`config.mk`:
```
export PLATFORM = sky130hd
export DESIGN_NAME = alu_fib_ctrl
export DESIGN_NICKNAME = d
export VERILOG_FILES = /design/src/rtl/alu_fib_ctrl.sv
export SDC_FILE = /design/constraint.sdc
export NUM_CORES = 1
export LEC_CHECK = 0
export BUFFER_PORTS_ARGS = -buffer_cell sky130_fd_sc_hd__buf_2
export CORE_MARGIN = 1
export CORE_UTILIZATION = 42
export CTS_CLUSTER_DIAMETER = 30
export CTS_CLUSTER_SIZE = 28
export DETAILED_ROUTE_END_ITERATION = 7
export PLACE_DENSITY = 0.8
export SYNTH_ARGS = -nofsm -noshare
export SYNTH_HDL_FRONTEND = slang
export SYNTH_SLANG_ARGS = --single-unit
```
`constraint.sdc`:
```
create_clock -name clk -period 1.1 [get_ports clk]
set_input_delay 0.11 -clock clk [delete_from_list [all_inputs] [get_ports clk]]
set_output_delay 0.11 -clock clk [all_outputs]
set_load 0.005 [all_outputs]
```
`src/rtl/alu_fib_ctrl.sv`:
```
// Fibonacci-style sequencer wrapped around a combinational ALU: drives OP/A/B,
// captures F/CF and streams each new term over a valid/ready handshake.
module alu_fib_ctrl #(
   parameter int unsigned SIZE  = 5,
   parameter int unsigned CNT_W = 4
) (
   input  logic             clk,
   input  logic             rst_n,
   input  logic             start_i,
   input  logic [SIZE:0]    f0_i,
   input  logic [SIZE:0]    f1_i,
   input  logic [CNT_W-1:0] n_i,
   output logic [2:0]       alu_op_o,
   output logic [SIZE:0]    alu_a_o,
   output logic [SIZE:0]    alu_b_o,
   input  logic [SIZE:0]    alu_f_i,
   input  logic             alu_cf_i,
   output logic             out_valid_o,
   input  logic             out_ready_i,
   output logic [SIZE:0]    out_data_o,
   output logic             busy_o,
   output logic             done_o,
   output logic             ovf_o
);

   typedef enum logic [1:0] {StIdle, StCalc, StWait, StDone} state_e;

   state_e             state_q, state_d;
   logic [SIZE:0]      a_q, a_d, b_q, b_d, data_q, data_d;
   logic [CNT_W-1:0]   cnt_q, cnt_d;
   logic               valid_q, valid_d, ovf_q, ovf_d;

   always_ff @(posedge clk or negedge rst_n) begin
      if (!rst_n) begin
         state_q <= StIdle;
         a_q     <= '0;
         b_q     <= '0;
         data_q  <= '0;
         cnt_q   <= '0;
         valid_q <= 1'b0;
         ovf_q   <= 1'b0;
      end else begin
         state_q <= state_d;
         a_q     <= a_d;
         b_q     <= b_d;
         data_q  <= data_d;
         cnt_q   <= cnt_d;
         valid_q <= valid_d;
         ovf_q   <= ovf_d;
      end
   end

   always_comb begin
      state_d = state_q;
      a_d     = a_q;
      b_d     = b_q;
      data_d  = data_q;
      cnt_d   = cnt_q;
      valid_d = valid_q;
      ovf_d   = ovf_q;
      case (state_q)
         StIdle: begin
            if (start_i) begin
               a_d     = f0_i;
               b_d     = f1_i;
               cnt_d   = n_i;
               ovf_d   = 1'b0;
               state_d = (n_i != '0) ? StCalc : StDone;
            end
         end
         StCalc: begin
            data_d  = alu_f_i;
            valid_d = 1'b1;
            a_d     = b_q;
            b_d     = alu_f_i;
            cnt_d   = cnt_q - 1'b1;
            if (alu_cf_i) ovf_d = 1'b1;
            state_d = StWait;
         end
         StWait: begin
            // A carry ends the sequence once the truncated term has been taken.
            if (valid_q && out_ready_i) begin
               valid_d = 1'b0;
               state_d = (cnt_q == '0 || ovf_q) ? StDone : StCalc;
            end
         end
         StDone:  state_d = StIdle;
         default: state_d = StIdle;
      endcase
   end

   assign alu_op_o    = (state_q == StCalc) ? 3'b100 : 3'b000;
   assign alu_a_o     = a_q;
   assign alu_b_o     = b_q;
   assign out_valid_o = valid_q;
   assign out_data_o  = data_q;
   assign busy_o      = (state_q != StIdle);
   assign done_o      = (state_q == StDone);
   assign ovf_o       = ovf_q;

endmodule

```
# [Yosys cells after proc, flatten, opt, wreduce, memory -nomap -nowiden]
# Cells that the tools add are included.
[classes] addsub=1 n_eq_ne=6 muxes=17 reduce_logical=12
[ops] op="6-bit case mux with 2 select lines" n=2
[ops] op="6-bit 2-to-1 mux" n=2
[ops] op="2-bit 2-to-1 mux" n=4
[ops] op="2-bit case mux with 4 select lines" n=1
[ops] op="4-bit case mux with 2 select lines" n=1
[ops] op="2-bit inequality test, second input constant" n=3
[ops] op="2-bit AND reduction" n=3
[ops] op="2-bit nonzero test" n=3
[ops] op="2-bit equality test, second input constant" n=2
[ops] op="4-bit zero test" n=1
[ops] op="4-bit 2-to-1 mux" n=1
[ops] op="1-bit case mux with 2 select lines" n=2
[ops] op="4-bit nonzero test" n=1
[ops] op="4-bit by 1-bit subtractor with 4-bit output, second input constant" n=1
[ops] op="1-bit 2-to-1 mux" n=3
[ops] op="3-bit 2-to-1 mux" n=1
[ops] op="3-bit AND reduction" n=1
[ops] op="2-bit by 1-bit equality test with 1-bit output, second input constant" n=1
[ops] op="2-bit zero test" n=1
[ops] op="1-bit logical AND" n=1
[ops] op="1-bit logical OR" n=1
[word_totals] ff_bits=26 inputBits=27 output_inout_bits=25 word_cells=43

# [Depth between registers and ports, before layout]
# Gate-level depths: netlist of run 1.
[logic_depth] depth_word=5 depth_mapped=5 depth_no_buf=5

# [Least setup slack after synthesis of run 1]
# OpenSTA, ideal clock, no wires.
[synth_timing] path_type="reg2reg" from="register state_q[0]" to="register data_q[0] (netlist: out_data_o[0])" setup_time_ps=125 arrival_ps=1031 required_ps=975 slack_ps=-56 stages_incl_launch_ff=4 n_path_buf=1 period_less_slack_ps=1156 cell_sequence="dfrtp_1 -> buf_4 -> nand2_2 -> mux2_2"
[synth_via] elab_chain_len=1
[synth_lines] item="start: declaration" line="28" text="state_e state_q, state_d;"
[synth_lines] item="start signal: assignment" line="35" text="state_q <= StIdle;"
[synth_lines] item="start signal: assignment" line="43" text="state_q <= state_d;"
[synth_lines] item="2-bit by 1-bit equality test with 1-bit output" line="61" text="case (state_q)"
[synth_lines] item="end signal: assignment" line="46" text="data_q <= data_d;"
[synth_lines] item="end: declaration" line="29" text="logic [SIZE:0] a_q, a_d, b_q, b_d, data_q, data_d;"
# Every way passes these cells.
# A chain may end at the register's enable or synchronous reset.

# [Worst setup path after layout of run 1]
[layout_timing] from="register state_q[1]" to="output port done_o"
[layout_via] elab_chain_len=1
[layout_lines] item="2-bit equality test" line="98" text="assign done_o = (state_q == StDone);"
[layout_lines] item="end: declaration" line="22" text="output logic done_o,"
# Every way passes these cells.

==> metrics.yaml, run 1 <==
status: "complete, but fails checks"
violations: "design-rule violations, negative setup slack"
drc: 4
yosys.area.top_type: "dfrtp_1"
p_leak_uw: 0.001042
crit_slowest_cell: "dfrtp_2"
finalMaxSlewViolations: 0
grt_pass1_wl_um: 6210
hold_viol: 0
final_cell_mix: "buf_2, dfrtp_1, buf_4, buf_6"
synth_top_area_share_pct: 51.08
first_pass_iters: 6
ir_drop_mv: 1.763
critPathLaunch: "state_q[1]"
pin_count: 52
ys_seq_area_share_pct: 51.08
fin_crit_sh_pct: 127.3
path_clk_slew_ps: 140
dp.final_hpwl_um: 2432
drt_iter0_markers: 57
fmaxAchievable_mhz: 714.3
r2r-start: "state_q[1]"
antenna-diode-count: 0
wl_per_cell_um: 18.33
cts_buffers: 3
avgViaCountPerCell: 5.693
layout.cells.non_filler: 238
place_ws_ps: -162.9
synth_warnings: 0
grt_max_degree: 27
placedCellCount: 221
drive_gt1_share_pct: 63.29
nNetsFinal: 236
grt_pass1_vias: 1364
critPathKind: "register to output pin"
powerDensity_mw_per_mm2: 2916
clock_sinks: 26
drt_wl_total_um: 4363
clock_path_buffers: 2
die_y_um: 57.07
setup_viol: 29
drv_cap: 0
synth.distinct_cells: 29
cp-start-kind: "register"
min_period_ps: 1400
ys_ff_latch: 26
place_area_mm2: 0.001655
ant_nets: 0
p_total_uw: 6025
postSynthAreaPerCell_um2: 9.723
crit_top_cell: "buf_6"
io_buffers: 49
fin_util_pct: 73.64
crit_path_end_kind: "output pin"
initial_core_util_pct: 45.41
cts_max_level: 1
grt.overflow.total: 0
gp_congestion: 0.7581
critPathMaxStageDelay_ps: 450
antenna_found_initial: 0
fin_worst_skew_ps: 2.221
insertion_delay_ps: 340
reg2reg_to: "state_q[1]"
crit_chain: "buf_6 > and2_4 > buf_6 > buf_6"
clock-root-buffer: "clkbuf_4"
rows: 19
num_vias: 1355
finalWorstSetupSlack_ps: -299.9
crit_required_ps: 990
rsz0062_at_grt: "true"
area_growth_pct: 62.18
syn_area_mm2: 0.001274
crit_fanout: 4
arrival_ps: 1290
worst_pin_slew_ps: 580.4
reg2reg_slack_ps: -270
synth_area_leaders: "dfrtp_1, o21ai_0, a21oi_1"
fin_area_mm2: 0.002066
cts_tree: "built"
die_w_um: 57.07
slew_headroom_pct: 61.31
synthCells: 131
cp-endpoint: "done_o"
die_area_mm2: 0.003257
worstHoldPathType: "input pin to register"
r2r_cells: 6
layout_commonest_cell: "buf_2"
grt_use_total_pct: 25.16
core_area_mm2: 0.002805
-- cells by family after synthesis --
family / after synthesis / synth area share (%)
other cells: 1 / 0.2944
simple gates: 37 / 16.11
mux: 6 / 5.304
buf+inv: 19 / 7.367
fa+ha+maj: 1 / 0.9822
flops: 26 / 51.08
compound gates: 41 / 18.86
-- metrics by stage --
step / setup TNS, ps / hold slack [ps]
2_1_floorplan: -98.63 / -185.6
3_3_place_gp: -833.3 / 133.3
3_5_place_dp: -2073 / 139.6
4_1_cts: -5785 / 8.554
5_1_grt: -6528 / -2.249
6_report: -5830 / 14.81
-- report_power, final --
group / switching [uW] / internal [uW]
combinational: 1680 / 2010
sequential: 412 / 1420
clock: 301 / 203
total: 2400 / 3630
-- flip-flops by register name, indices dropped and copies added (netlist names) --
register and flops:
ovf_o 1, out_data_o 6, state_q 2, alu_a_o 6
out_valid_o 1, alu_b_o 6, cnt_q 4
-- worst min-delay path by stage --
stage | from | end | slack, ps | depth (start not counted)
2_1_floorplan | rst_n | alu_a_o[0] | -190 | 0
3_3_place_gp | rst_n | state_q[1] | 130 | 1
3_5_place_dp | rst_n | cnt_q[0] | 140 | 1
4_1_cts | alu_f_i[2] | out_data_o[2] | 9 | 2
5_1_grt | alu_f_i[5] | out_data_o[5] | -2 | 2
6_report | alu_f_i[5] | out_data_o[5] | 10 | 2
-- synth_stat cells (all sizes together) --
library cell,instances
nor3b,1
nor3,1
nand2,14
o32a,1
or3,1
and3b,7
a21o,1
o22ai,1
nor2b,3
o21bai,1
clkbuf,3
a22oi,5
buf,8
conb,1
a21oi,14
nand3,2
nor2,5
inv,8
o311ai,1
a32oi,2
ha,1
o21ai,15
mux2,6
dfrtp,26
nor4bb,1
and2,1
nand2b,1
-- layer usage --
| metal | track usage, % | vias up | part of all wire (%) | wire length, um |
|---|---|---|---|---|
| met5 | 0 | - | 0 | 0 |
| met4 | 13.94 | 0 | 3.5 | 154 |
| met3 | 5.215 | 14 | 6.0 | 263 |
| met2 | 41.51 | 64 | 52 | 2280 |
| met1 | 30.94 | 668 | 38 | 1666 |
| li1 | - | 609 | - | - |
-- final cells by class --
| class | count | area [um2] |
|---|---|---|
| Timing Repair Buffer | 82 | 569.3 |
| Sequential cell | 26 | 651.9 |
| Inverter | 8 | 30.03 |
| Fill cell | 187 | 739.5 |
| Multi-Input combinational cell | 87 | 739.5 |
| Tap cell | 31 | 38.79 |
| Clock buffer | 4 | 36.28 |
-- what timing repair did --
| item | in CTS | in global routing |
|---|---|---|
| pin swaps | 7 | 16 |
| gates resized for setup | 27 | 58 |
| hold buffers | 1 | 0 |
| endpoints found under the setup margin | 26 | 29 |
| setup buffers | 11 | 2 |
| hold endpoints to repair | 26 | 0 |
| gates cloned | 0 | 0 |
-- critical path, delay by kind of cell, from the launching register on --
kind,cells,cell delay (ps)
buf+inv,3,340
flops,1,450
simple gates,1,160
No activity file was read; power rests on OpenSTA's default activity.
==> inputs of run 2 (changes only) <==
- CORE_UTILIZATION: 42 -> 45
- PLACE_DENSITY: 0.8 -> 0.81
- clock period: 1.1 -> 1.6 ns (I/O delays scaled with it)
==> run 2 against run 1 <==
Effect of this change:
- the run now ends clean
- design area down 24%
- sequential share of layout area up 9.9 points
- total power down 53%
- critical endpoint is now alu_op_o[2]
- critical path depth down 1
- worst hold slack better by 60 ps
- highest routed layer unchanged
- combinational power down 66%
- non-clock buffer count down 28
- clock power down 34%
- flip-flop and latch count unchanged
- die area down 6.4%
- clock skew up 4.2 ps
- largest cell class is now sequential cells
==> metrics.yaml, run 2 (synthesis results as in run 1) <==
status: "complete, no violations"  # was complete, but fails checks
grt_use_total_pct: 20.38  # was 25.16%
p_seq_share_pct: 43.5  # was 30.4%
p_sw_uw: 1078  # was 2398 uW
nNetsFinal: 208  # was 236
finalMaxSlewViolations: 0  # unchanged
crit_fanout: 11  # was 4
rows: 18  # was 19
cp-start-kind: "register"  # unchanged
reg2reg_slack_ps: 250  # was -270 ps
die_w_um: 55.20  # was 57.07 um
crit_slowest_cell: "dfrtp_1"  # was dfrtp_2
hold_depth: 2  # unchanged
antenna-diode-count: 0  # unchanged
clock_sinks: 26  # unchanged
wl_per_cell_um: 14.10  # was 18.33 um
r2r-start: "state_q[0]"  # was state_q[1]
fin_crit_sh_pct: 90.05
worstHoldPathType: "input pin to register"  # unchanged
swShare_pct: 38.33  # was 39.80%
cts_buffers: 3  # unchanged
drc: 0  # was 4
setup_viol: 0  # was 29
rsz0062_at_grt: "false"  # was true
internal_power_uw: 1734  # was 3627 uW
die_y_um: 55.20  # was 57.07 um
first_pass_iters: 4  # was 6
clock_path_buffers: 2  # unchanged
drt_wl_total_um: 2946  # was 4363 um
critPathMaxStageDelay_ps: 550  # was 450 ps
crit_required_ps: 1440  # was 990 ps
clock-root-buffer: "clkbuf_4"  # unchanged
avgViaCountPerCell: 5.522  # was 5.693
antenna_found_initial: 0  # unchanged
path_clk_slew_ps: 140  # about the same
cts_max_level: 1  # unchanged
core_area_mm2: 0.002567  # was 0.002805 mm2
grt_max_degree: 27  # unchanged
fin_tns_setup_ps: 0  # was -5830 ps
fill_cells: 233  # was 187
reg2reg_to: "alu_a_o[3]"  # was state_q[1]
grt_pass1_wl_um: 5119  # was 6210 um
p_total_uw: 2812  # was 6025 uW
gp_congestion: 0.7783  # was 0.7581
initial_core_util_pct: 49.61  # was 45.41%
grt_pass1_vias: 1135  # was 1364
worst_pin_slew_ps: 571.4  # was 580.4 ps
die_area_mm2: 0.003047  # was 0.003257 mm2
ant_nets: 0  # unchanged
multi_input_comb_area_um2: 533.0  # was 739.5 um2
pin_count: 52  # unchanged
min_period_ps: 1441
dp.final_hpwl_um: 2212  # was 2432 um
area_growth_pct: 23.58  # was 62.18%
drive_gt1_share_pct: 36.31  # was 63.29%
crit_path_end_kind: "output pin"  # unchanged
post_cts_buffers: 0  # was 11
crit_chain: "nand2_2 > inv_1 > buf_2"  # was buf_6 > and2_4 > buf_6 > buf_6
p_clk_share_pct: 11.8  # was 8.4%
ff_latch_area_um2: 651.9  # unchanged
arrival_ps: 1280  # was 1290 ps
cts_tree: "built"  # unchanged
critPathKind: "register to output pin"  # unchanged
comb_power_share_pct: 44.7  # was 61.3%
drt_iter0_markers: 27  # was 57
p_leak_uw: 0.0008150  # was 0.001042 uW
io_buffers: 49  # unchanged
num_vias: 1154  # was 1355
insertion_delay_ps: 320  # was 340 ps
r2r_cells: 4  # was 6
drv_cap: 0  # unchanged
powerDensity_mw_per_mm2: 1787  # was 2916 mW/mm2
finalWorstSetupSlack_ps: 159.1  # was -299.9 ps
fmaxAchievable_mhz: 694.0
final_cell_mix: "buf_2, dfrtp_1, o21ai_0, a21oi_1, nand2_1"  # was buf_2, dfrtp_1, buf_4, buf_6
layout_commonest_cell: "buf_2"  # unchanged
ir_drop_mv: 1.035  # was 1.763 mV
grt.overflow.total: 0  # unchanged
min_from: "alu_f_i[0]"  # was alu_f_i[5]
hold_end: "out_data_o[0]"  # was out_data_o[5]
slew_headroom_pct: 61.90  # was 61.31%
fin_worst_skew_ps: 6.385  # was 2.221 ps
hold_viol: 0  # unchanged
place_ws_ps: 258.0  # was -162.9 ps
## run 2: cell types whose count changed in the layout (fill, tap and decap cells not counted), moves of 5 or more
cell | previous run | this run
o21ai_0 | 1 | 15
a21oi_2 | 7 | 0
buf_4 | 18 | 4
mux2_4 | 6 | 0
a21oi_1 | 7 | 14
nand2_1 | 2 | 13
nand2_2 | 9 | 1
buf_6 | 15 | 0
mux2_2 | 0 | 6
o21ai_2 | 5 | 0
o21ai_1 | 9 | 0
## run 2: power groups by stage
stage          sequential (uW)  clock (uW)  combinational (uW)
2_1_floorplan             1190           0                 802
3_3_place_gp              1210           0                1220
3_5_place_dp              1230           0                1270
4_1_cts                   1210         341                1270
5_1_grt                   1270         369                1420
6_report                  1220         333                1260
## run 2: final cells by class
| class | count | share of cell area (%) |
|---|---|---|
| tap | 30 | 2.385 |
| inverter | 8 | 1.908 |
| multi-input combinational | 87 | 33.86 |
| clock buffer | 4 | 2.305 |
| sequential | 26 | 41.41 |
| timing repair buffer | 54 | 18.12 |
## run 2: repair_timing
| item | in CTS | in global routing |
|---|---|---|
| setup endpoints to repair | 0 | 1 |
| hold endpoints to repair | 26 | 0 |
| gates resized for setup | 0 | 1 |
| hold buffers | 1 | 0 |
## run 2: worst max-delay path by stage
stage	start	to	slack [ps]	cells after the start
6_report	state_q[0]	alu_op_o[2]	160	3
3_3_place_gp	state_q[1]	out_data_o[5]	320	3
3_5_place_dp	state_q[0]	cnt_q[1]	260	3
5_1_grt	state_q[0]	alu_op_o[2]	30	3
2_1_floorplan	state_q[0]	out_data_o[0]	440	3
4_1_cts	state_q[1]	alu_op_o[2]	80	4
## run 2: metrics by stage
| step | util [%] | cells | hold slack [ps] | area [um2] |
|---|---|---|---|---|
| after floorplan | - | 132 | -135.6 | 1277 |
| after global placement | 59.45 | 204 | 186.5 | 1526 |
| after detailed placement | 59.45 | 204 | 197.0 | 1526 |
| after CTS | 61.26 | 209 | 71.55 | 1573 |
| after global routing | 61.31 | 209 | 71.78 | 1574 |
| final | 61.31 | 209 | 74.48 | 1574 |
## run 2: worst max-delay path, delay by kind of cell, from the launching register on
kind                   cells  cell delay, ps
buffers and inverters      2             180
flip-flops                 1             550
AND/OR/NAND/NOR            1             220
## run 2: routing by layer
| layer | part of all wire [%] | global-route usage (%) |
|---|---|---|
| met5 | 0 | 0 |
| met4 | 0.61 | 3.929 |
| met3 | 6.7 | 3.044 |
| met2 | 47 | 34.77 |
| met1 | 46 | 27.78 |
==> inputs of run 3 (changes only) <==
--- a/config.mk
+++ b/config.mk
@@ -7,2 +7,3 @@
 export LEC_CHECK = 0
+export ABC_CLOCK_PERIOD_IN_PS = 1600
 export BUFFER_PORTS_ARGS = -buffer_cell sky130_fd_sc_hd__buf_2
@@ -14,2 +15,3 @@
 export PLACE_DENSITY = 0.81
+export REMOVE_ABC_BUFFERS = 1
 export SYNTH_ARGS = -nofsm -noshare
==> constraint.sdc (replaced) <==
create_clock -name clk -period 1.6 [get_ports clk]
set_input_delay 0.24 -clock clk [delete_from_list [all_inputs] [get_ports clk]]
set_output_delay 0.24 -clock clk [all_outputs]
set_load 0.005 [all_outputs]
==> run 3 against run 2 <==
Effect of this change:
- sequential power barely moved
- total power fell by 0.49%
- highest routed layer unchanged
- via count rose by 2.9%
- worst hold slack improved by 110 ps
- sequential share of layout area barely moved
- global-route usage rose by 0.27 points
- critical path depth rose by 1
- core utilization rose by 0.097 points
- wire length rose by 5.2%
- clock skew fell by 0.88 ps
- critical endpoint unchanged
==> metrics.yaml, run 3 (synthesis results as in run 1) <==
status: "complete, no violations"  # unchanged
grt_use_total_pct: 20.65  # was 20.38%
p_leak_uw: 0.0008188  # was 0.0008150 uW
fill_cells: 236  # was 233
powerDensity_mw_per_mm2: 1775  # was 1787 mW/mm2
layout_commonest_cell: "buf_2"  # unchanged
core_area_mm2: 0.002567  # unchanged
multi_input_comb_area_um2: 540.5  # was 533.0 um2
cp-start-kind: "register"  # unchanged
path_clk_slew_ps: 130  # was 140 ps
final_cell_mix: "buf_2, dfrtp_1, o21ai_0, a21oi_1, nand2_1"  # unchanged
drc: 0  # unchanged
wl_per_cell_um: 14.83  # was 14.10 um
fmaxAchievable_mhz: 646.2  # was 694.0 MHz
crit_slowest_cell: "dfrtp_2"  # was dfrtp_1
clock_path_buffers: 2  # unchanged
cts_buffers: 3  # unchanged
post_cts_buffers: 0  # unchanged
crit_chain: "buf_4 > nand2_4 > inv_1 > buf_2"  # was nand2_2 > inv_1 > buf_2
fin_worst_skew_ps: 5.501  # was 6.385 ps
min_period_ps: 1547  # was 1441 ps
initial_core_util_pct: 49.61  # unchanged
cts_max_level: 1  # unchanged
drt_iter0_markers: 43  # was 27
rsz0062_at_grt: "false"  # unchanged
crit_family: "flip-flops"  # unchanged
ff_latch_area_um2: 653.1  # was 651.9 um2
crit_fanout: 9  # was 11
die_y_um: 55.20  # unchanged
nNetsFinal: 209  # was 208
cts_tree: "built"  # unchanged
setup_viol: 0  # unchanged
die_w_um: 55.20  # unchanged
drt_wl_total_um: 3100  # was 2946 um
io_buffers: 49  # unchanged
die_area_mm2: 0.003047  # unchanged
worstHoldPathType: "input pin to register"  # unchanged
finalMaxSlewViolations: 0  # unchanged
critPathKind: "register to output pin"  # unchanged
place_ws_ps: 222.8  # was 258.0 ps
crit_path_end_kind: "output pin"  # unchanged
grt_max_degree: 27  # unchanged
crit_required_ps: 1360  # was 1440 ps
holdWs_ps: 180.4  # was 74.48 ps
path_buf_inv: 3  # was 2
slew_headroom_pct: 61.98  # was 61.90%
ir_drop_mv: 1.028  # was 1.035 mV
dp.final_hpwl_um: 2365  # was 2212 um
antenna_found_initial: 0  # unchanged
arrival_ps: 1310  # was 1280 ps
num_vias: 1187  # was 1154
avgViaCountPerCell: 5.679  # was 5.522
clock-root-buffer: "clkbuf_4"  # unchanged
drv_cap: 0  # unchanged
critPathMaxStageDelay_ps: 490  # was 550 ps
hold_viol: 0  # unchanged
grt.overflow.total: 0  # unchanged
fin_crit_sh_pct: 96.72  # was 90.05%
ant_nets: 0  # unchanged
grt_pass1_wl_um: 4968  # was 5119 um
first_pass_iters: 4  # unchanged
insertion_delay_ps: 300  # was 320 ps
pin_count: 52  # unchanged
finalWorstSetupSlack_ps: 52.54  # was 159.1 ps
worst_pin_slew_ps: 570.2  # was 571.4 ps
rows: 18  # unchanged
grt_pass1_vias: 1075  # was 1135
clock_sinks: 26  # unchanged
antenna-diode-count: 0  # unchanged
gp_congestion: 0.8167  # was 0.7783
area_growth_pct: 23.77  # was 23.58%
drive_gt1_share_pct: 37.43  # was 36.31%
==> run 3: changes by cell type in the layout (fill, tap and decap cells not counted), sizes merged <==
cell,delta
buf,+1
clkbuf,-1
==> run 3: final cells by class <==
class	count	area share, %
Clock buffer	3	1.429
Timing Repair Buffer	55	18.57
Tap cell	30	2.381
Multi-Input combinational cell	87	34.29
Inverter	8	1.905
Sequential cell	26	41.43
==> run 3: routing by layer <==
metal  track usage, %  share of wire [%]
met5                0                  0
met1            26.27                 42
met4            8.929                2.5
met2            34.77                 49
met3            3.279                6.7
==> run 3: path summary, 6_finish.rpt <==
check                            from             to  slack, ps  cells after the start
max in group asynchronous       rst_n     state_q[1]        750                      2
min reg2reg                alu_a_o[1]     alu_a_o[1]        490                      2
min in group asynchronous       rst_n       cnt_q[3]        450                      2
max reg2reg                state_q[0]     alu_b_o[5]        250                      3
min                        alu_f_i[5]  out_data_o[5]        180                      2
max                        state_q[0]    alu_op_o[2]         50                      4
==> run 3: repair_timing <==
| action | CTS | global route |
|---|---|---|
| gates cloned | 0 | 0 |
| setup endpoints to repair | 2 | 2 |
| gates resized for setup | 2 | 2 |
| hold endpoints to repair | 26 | 0 |
| hold buffers | 1 | 0 |
==> run 3: per-stage QoR <==
stage / utilization [%] / power (uW) / std cells / TNS [ps] / area (um2)
CTS: 61.11 / 2794 / 209 / 0 / 1569
global placement: 59.75 / 2448 / 205 / 0 / 1534
floorplan: - / 1905 / 121 / -39.75 / 1214
global route: 61.40 / 3025 / 209 / 0 / 1577
detailed placement: 59.75 / 2527 / 205 / 0 / 1534
finish: 61.40 / 2798 / 209 / 0 / 1577
==> run 3: power by group <==
| group | internal (uW) | switching (uW) | total [uW] | leakage [uW] |
|---|---|---|---|---|
| clock | 87.8 | 171 | 259 | 0.0000138 |
| combinational | 643 | 659 | 1300 | 0.000487 |
| sequential | 976 | 261 | 1240 | 0.000318 |
